`src/rtl/rotator_pkg.sv`:
```
// Shared mode and direction encodings for the pattern rotator family.
package rotator_pkg;

    localparam logic [1:0] MODE_ROT    = 2'b00;
    localparam logic [1:0] MODE_SHIFT  = 2'b01;
    localparam logic [1:0] MODE_BOUNCE = 2'b10;
    localparam logic [1:0] MODE_HOLD   = 2'b11;

    localparam logic DIR_LEFT  = 1'b0;
    localparam logic DIR_RIGHT = 1'b1;

endpackage

```
`src/rtl/tick_div.sv`:
```
// Programmable prescaler: asserts tick_c on the enabled cycle where cnt reaches step_div.
module tick_div #(
    parameter int unsigned DIV_W = 8
) (
    input  logic             clk,
    input  logic             rst,
    input  logic             en,
    input  logic             clear,
    input  logic [DIV_W-1:0] step_div,
    output logic [DIV_W-1:0] cnt,
    output logic             tick_c
);

    logic due_c;

    // >= so a step_div shrunk below the running count fires on the next enabled cycle
    assign due_c  = (cnt >= step_div);
    assign tick_c = en && !clear && due_c;

    always_ff @(posedge clk) begin
        if (rst || clear) begin
            cnt <= '0;
        end else if (en) begin
            if (due_c) cnt <= '0;
            else       cnt <= cnt + DIV_W'(1);
        end
    end

endmodule

```
`src/rtl/rotator_n.sv`:
```
// WIDTH-bit pattern register stepped by a prescaler in rotate, shift, bounce or hold mode.
module rotator_n
    import rotator_pkg::*;
#(
    parameter int unsigned      WIDTH     = 4,
    parameter int unsigned      DIV_W     = 8,
    parameter logic [WIDTH-1:0] RESET_VAL = WIDTH'(1)
) (
    input  logic             clk,
    input  logic             rst,
    input  logic             en,
    input  logic             direction,
    input  logic [1:0]       mode,
    input  logic             load_en,
    input  logic [WIDTH-1:0] load,
    input  logic [DIV_W-1:0] step_div,
    output logic [WIDTH-1:0] out,
    output logic             step,
    output logic             wrap,
    output logic             dir_cur
);

    logic             tick_c;
    logic [DIV_W-1:0] cnt;
    logic [WIDTH-1:0] nxt_out;
    logic             nxt_wrap;
    logic             nxt_dir;

    tick_div #(.DIV_W(DIV_W)) u_div (
        .clk      (clk),
        .rst      (rst),
        .en       (en),
        .clear    (load_en),
        .step_div (step_div),
        .cnt      (cnt),
        .tick_c   (tick_c)
    );

    // Next pattern, end-bit event and effective direction for a tick this cycle
    always_comb begin
        nxt_out  = out;
        nxt_wrap = 1'b0;
        nxt_dir  = (mode == MODE_BOUNCE) ? dir_cur : direction;
        case (mode)
            MODE_ROT: begin
                if (direction == DIR_LEFT) begin
                    nxt_out  = {out[WIDTH-2:0], out[WIDTH-1]};
                    nxt_wrap = out[WIDTH-1];
                end else begin
                    nxt_out  = {out[0], out[WIDTH-1:1]};
                    nxt_wrap = out[0];
                end
            end
            MODE_SHIFT: begin
                if (direction == DIR_LEFT) begin
                    nxt_out  = {out[WIDTH-2:0], 1'b0};
                    nxt_wrap = out[WIDTH-1];
                end else begin
                    nxt_out  = {1'b0, out[WIDTH-1:1]};
                    nxt_wrap = out[0];
                end
            end
            MODE_BOUNCE: begin
                // An all-zero pattern has nothing to bounce off and stays put
                if (out != '0) begin
                    if ((dir_cur == DIR_LEFT && out[WIDTH-1]) ||
                        (dir_cur == DIR_RIGHT && out[0])) begin
                        nxt_dir  = ~dir_cur;
                        nxt_wrap = 1'b1;
                    end
                    if (nxt_dir == DIR_LEFT) nxt_out = {out[WIDTH-2:0], 1'b0};
                    else                     nxt_out = {1'b0, out[WIDTH-1:1]};
                end
            end
            default: begin
                nxt_out = out;
            end
        endcase
    end

    always_ff @(posedge clk) begin
        if (rst) begin
            out     <= RESET_VAL;
            step    <= 1'b0;
            wrap    <= 1'b0;
            dir_cur <= DIR_LEFT;
        end else if (load_en) begin
            out     <= load;
            step    <= 1'b0;
            wrap    <= 1'b0;
            dir_cur <= direction;
        end else begin
            step <= tick_c;
            wrap <= tick_c && nxt_wrap;
            if (tick_c) out <= nxt_out;
            // Bounce keeps its own direction; other modes track the input every cycle
            if (mode != MODE_BOUNCE || tick_c) dir_cur <= nxt_dir;
        end
    end

endmodule

```
`config.mk`:
```
export PLATFORM = sky130hd
export DESIGN_NAME = rotator_n
export DESIGN_NICKNAME = d
export VERILOG_FILES = /design/src/rtl/rotator_pkg.sv /design/src/rtl/tick_div.sv /design/src/rtl/rotator_n.sv
export SDC_FILE = /design/constraint.sdc
export NUM_CORES = 1
export LEC_CHECK = 0
export BUFFER_PORTS_ARGS = -buffer_cell sky130_fd_sc_hd__buf_2
export CAP_MARGIN = 20
export CORE_ASPECT_RATIO = 0.8
export CORE_MARGIN = 5
export CORE_UTILIZATION = 54
export CTS_BUF_LIST = sky130_fd_sc_hd__clkbuf_16
export CTS_CLUSTER_SIZE = 20
export DETAILED_ROUTE_END_ITERATION = 6
export PLACE_DENSITY = 0.77
export SYNTH_ARGS = -nofsm -noshare
export SYNTH_HDL_FRONTEND = slang
export SYNTH_SLANG_ARGS = --single-unit
export TNS_END_PERCENT = 100
```
`constraint.sdc`:
```
create_clock -name clk -period 2.15 [get_ports clk]
set_input_delay 0.3225 -clock clk [delete_from_list [all_inputs] [get_ports clk]]
set_output_delay 0.3225 -clock clk [all_outputs]
set_load 0.02 [all_outputs]
```
==> flow_metrics.py <==
metrics = {
    "layout": {
        "finalNonFillerCells": 199,
        "nets": 207,
        "ff_latch_area_um2": 300,
        "multi_input_area_um2": 835,
        "nFillCells": 197,
        "fin_area_um2": 1430,
        "fin_util_pct": 66.1,
        "num_antenna_cells": 0,
        "area_growth_pct": 17.5,
        "drive_above_1_share_pct": 24.1,
    },
    "timing": {
        "fmax_mhz": 508,
        "slew-limit-headroom_pct": 71.0,
        "final-hold-violation-count": 0,
        "hold_slack_ps": 343,
        "layout_min_cycle_time_ps": 1970,
        "fin_tns_setup_ps": 0,
        "rsz0062_at_grt": "no",
        "setup_violations": 0,
        "post-route-period-util_pct": 91.6,
        "skew_ps": 2.39,
        "finalMaxSlewViolations": 0,
        "tightest_slew_ps": 434,
    },
    "synthesis": {
        "synth_top_family_by_area": "compound AO/OA/AOI/OAI gates",
        "synth_ff_type": "dfxtp_1",
        "synth-seq-cells": 15,
        "ys_types": 43,
        "synth_commonest_cells": "nand2_1, nor2_1, dfxtp_1",
        "yosysMostFrequentCell": "nand2_1",
        "muxShareOfSynthArea_pct": 7.53,
        "yosys_warnings": 0,
        "yosysTopAreaCell": "dfxtp_1",
        "synth_top_area_share_pct": 24.7,
        "syn_nets": 182,
        "synthSimpleGateAreaFrac_pct": 20.4,
        "synthTopCellsByArea": "dfxtp_1, ha_1, mux2i_1, nand2_1, nor2_1",
        "synthCells": 150,
        "synth_xor_area_share_pct": 3.61,
        "async_flop_share_pct": 0,
        "syn_area_um2": 1210,
        "synth_edf_count": 0,
        "synth_seq_area_share_pct": 24.7,
        "synth-compound-area-share_pct": 23.8,
        "synth_fa_ha_area_share_pct": 13.4,
        "avgSynthCellArea_um2": 8.09,
    },
    "clock_tree": {
        "cts_tree": "built",
        "cts.sinks": 15,
        "clkTransAtPathRegs_ps": 50,
        "ctsResizeCount": 0,
        "h-tree-depth": 1,
        "cts_buffer_depth": 2,
        "cts_hold_buf": 0,
        "cts_buffers": 3,
        "post-cts-setup-buffers": 0,
        "cts_root_buffer": "clkbuf_16",
        "clkLatencyLatePin_ps": 240,
    },
    "global_routing": {
        "grt_max_degree": 11,
        "grt_pass1_vias": 1090,
        "antenna_found_initial": 0,
        "grt_util_all_layers_pct": 17.7,
        "grt_pass1_wl_um": 4710,
        "grt-ovfl-total": 0,
    },
    "critical_path": {
        "startpoint": "u_div.cnt[0]",
        "critPathKind": "flip-flop to flip-flop",
        "cp.required_ps": 2320,
        "r2r-start": "u_div.cnt[0]",
        "cp_max_fo": 8,
        "cp-end-kind": "flip-flop",
        "worstSetupStartpointType": "flip-flop",
        "cp.arrival_ps": 2140,
    },
    "detailed_routing": {
        "ant_nets": 0,
        "first_iter_violations": 80,
        "drc_errors": 0,
        "vias": 1142,
        "viasPerCell": 5.74,
        "wl_per_cell_um": 14.0,
        "first_pass_iters": 4,
        "wirelength_um": 2790,
    },
    "power": {
        "powerDensity_nw_per_um2": 567,
        "sequentialPowerShare_pct": 37.8,
        "p_sw_mw": 0.208,
        "pwr-share-clk_pct": 43.2,
        "combPwrFrac_pct": 18.9,
        "p_int_mw": 0.601,
        "leakage_nw": 0.674,
        "swShare_pct": 25.7,
        "ir_drop_uv": 545,
    },
    "job": {
        "cap_violations": 0,
    },
    "placement": {
        "post-dp-hpwl_um": 2250,
        "port_buffers": 25,
        "place_area_um2": 1350,
        "place_inst": 195,
        "place_congestion": 0.917,
    },
    "floorplan": {
        "die_h_um": 52.4,
        "core-area_um2": 2160,
        "fp.dieW_um": 63.0,
        "die-area_um2": 3300,
        "num_io_pins": 26,
        "fp-row-count": 15,
        "initial_core_util_pct": 56.2,
    },
    "min_path": {
        "hp-start": "rst",
        "hp-class": "primary input to flip-flop",
    },
    "outcome": {
        "status": "completed",
    },
}
==> metal layers <==
layer  track usage (%)  wire (µm)  up-vias
met4              3.53          0        0
li1                  -          -      573
met2              30.0       1280       39
met3              5.79        219        0
met1              22.1       1290      530
met5                 0          0        -
==> state kept, by name, summed over array words and instances, names as in the netlist <==
name,count
out,4
dir_cur,1
wrap,1
u_div.cnt,8
step,1
==> power groups by stage <==
stage               sequential [mW]  clock [mW]  combinational (mW)
floorplan                     0.309           0               0.105
global placement              0.309           0               0.145
detailed placement            0.310           0               0.152
CTS                           0.305       0.354               0.153
global route                  0.307       0.374               0.169
finish                        0.306       0.349               0.153
==> stage by stage <==
| step | power [mW] | setup slack [ps] |
|---|---|---|
| floorplan | 0.415 | 351 |
| global placement | 0.454 | 272 |
| detailed placement | 0.462 | 186 |
| CTS | 0.812 | 163 |
| global route | 0.851 | 32.8 |
| finish | 0.808 | 180 |
==> cells in the final DEF (no fill, tap or decap), types with 3 or more instances in the layout <==
cell type  netlist  final
a21o_2           4      4
nand3_1          5      5
inv_1           14     15
nor2_1          16     16
clkbuf_16        0      3
mux2i_1          8      8
ha_1            13     13
a21oi_1          8      8
xor2_1           3      3
buf_2            3     25
o21ai_0          3      3
nand2_1         18     18
dfxtp_1         15     15
==> critical path, stage by stage (launching register included) <==
cell and delay [ps]:
dfxtp_1 390, inv_1 70, ha_1 270, nand2b_4 150, a2111oi_4 350, o21ai_2 190, a31oi_4 250, mux2i_1 230
==> layout make-up <==
cell class / count / share of cell area (%)
multi-input combinational: 115 / 58.5
sequential: 15 / 21.1
timing repair buffer: 25 / 8.77
clock buffer: 3 / 5.26
inverter: 15 / 3.95
tap: 25 / 2.19
clock inverter: 1 / 0.263
==> kinds of logic after synthesis <==
logic type	Yosys count
simple gates	53
compound gates	35
buf+inv	20
flops	15
fa+ha+maj	13
mux	9
xor+xnor	5
==> path summary, 6_finish.rpt <==
path	end	cells after the start	slack (ps)
hold / removal	dir_cur	2	340
hold reg to reg	u_div.cnt[1]	2	510
setup / recovery	out[0]	7	180
setup reg to reg	out[0]	7	180
No activity file was read; power rests on OpenSTA's default activity.
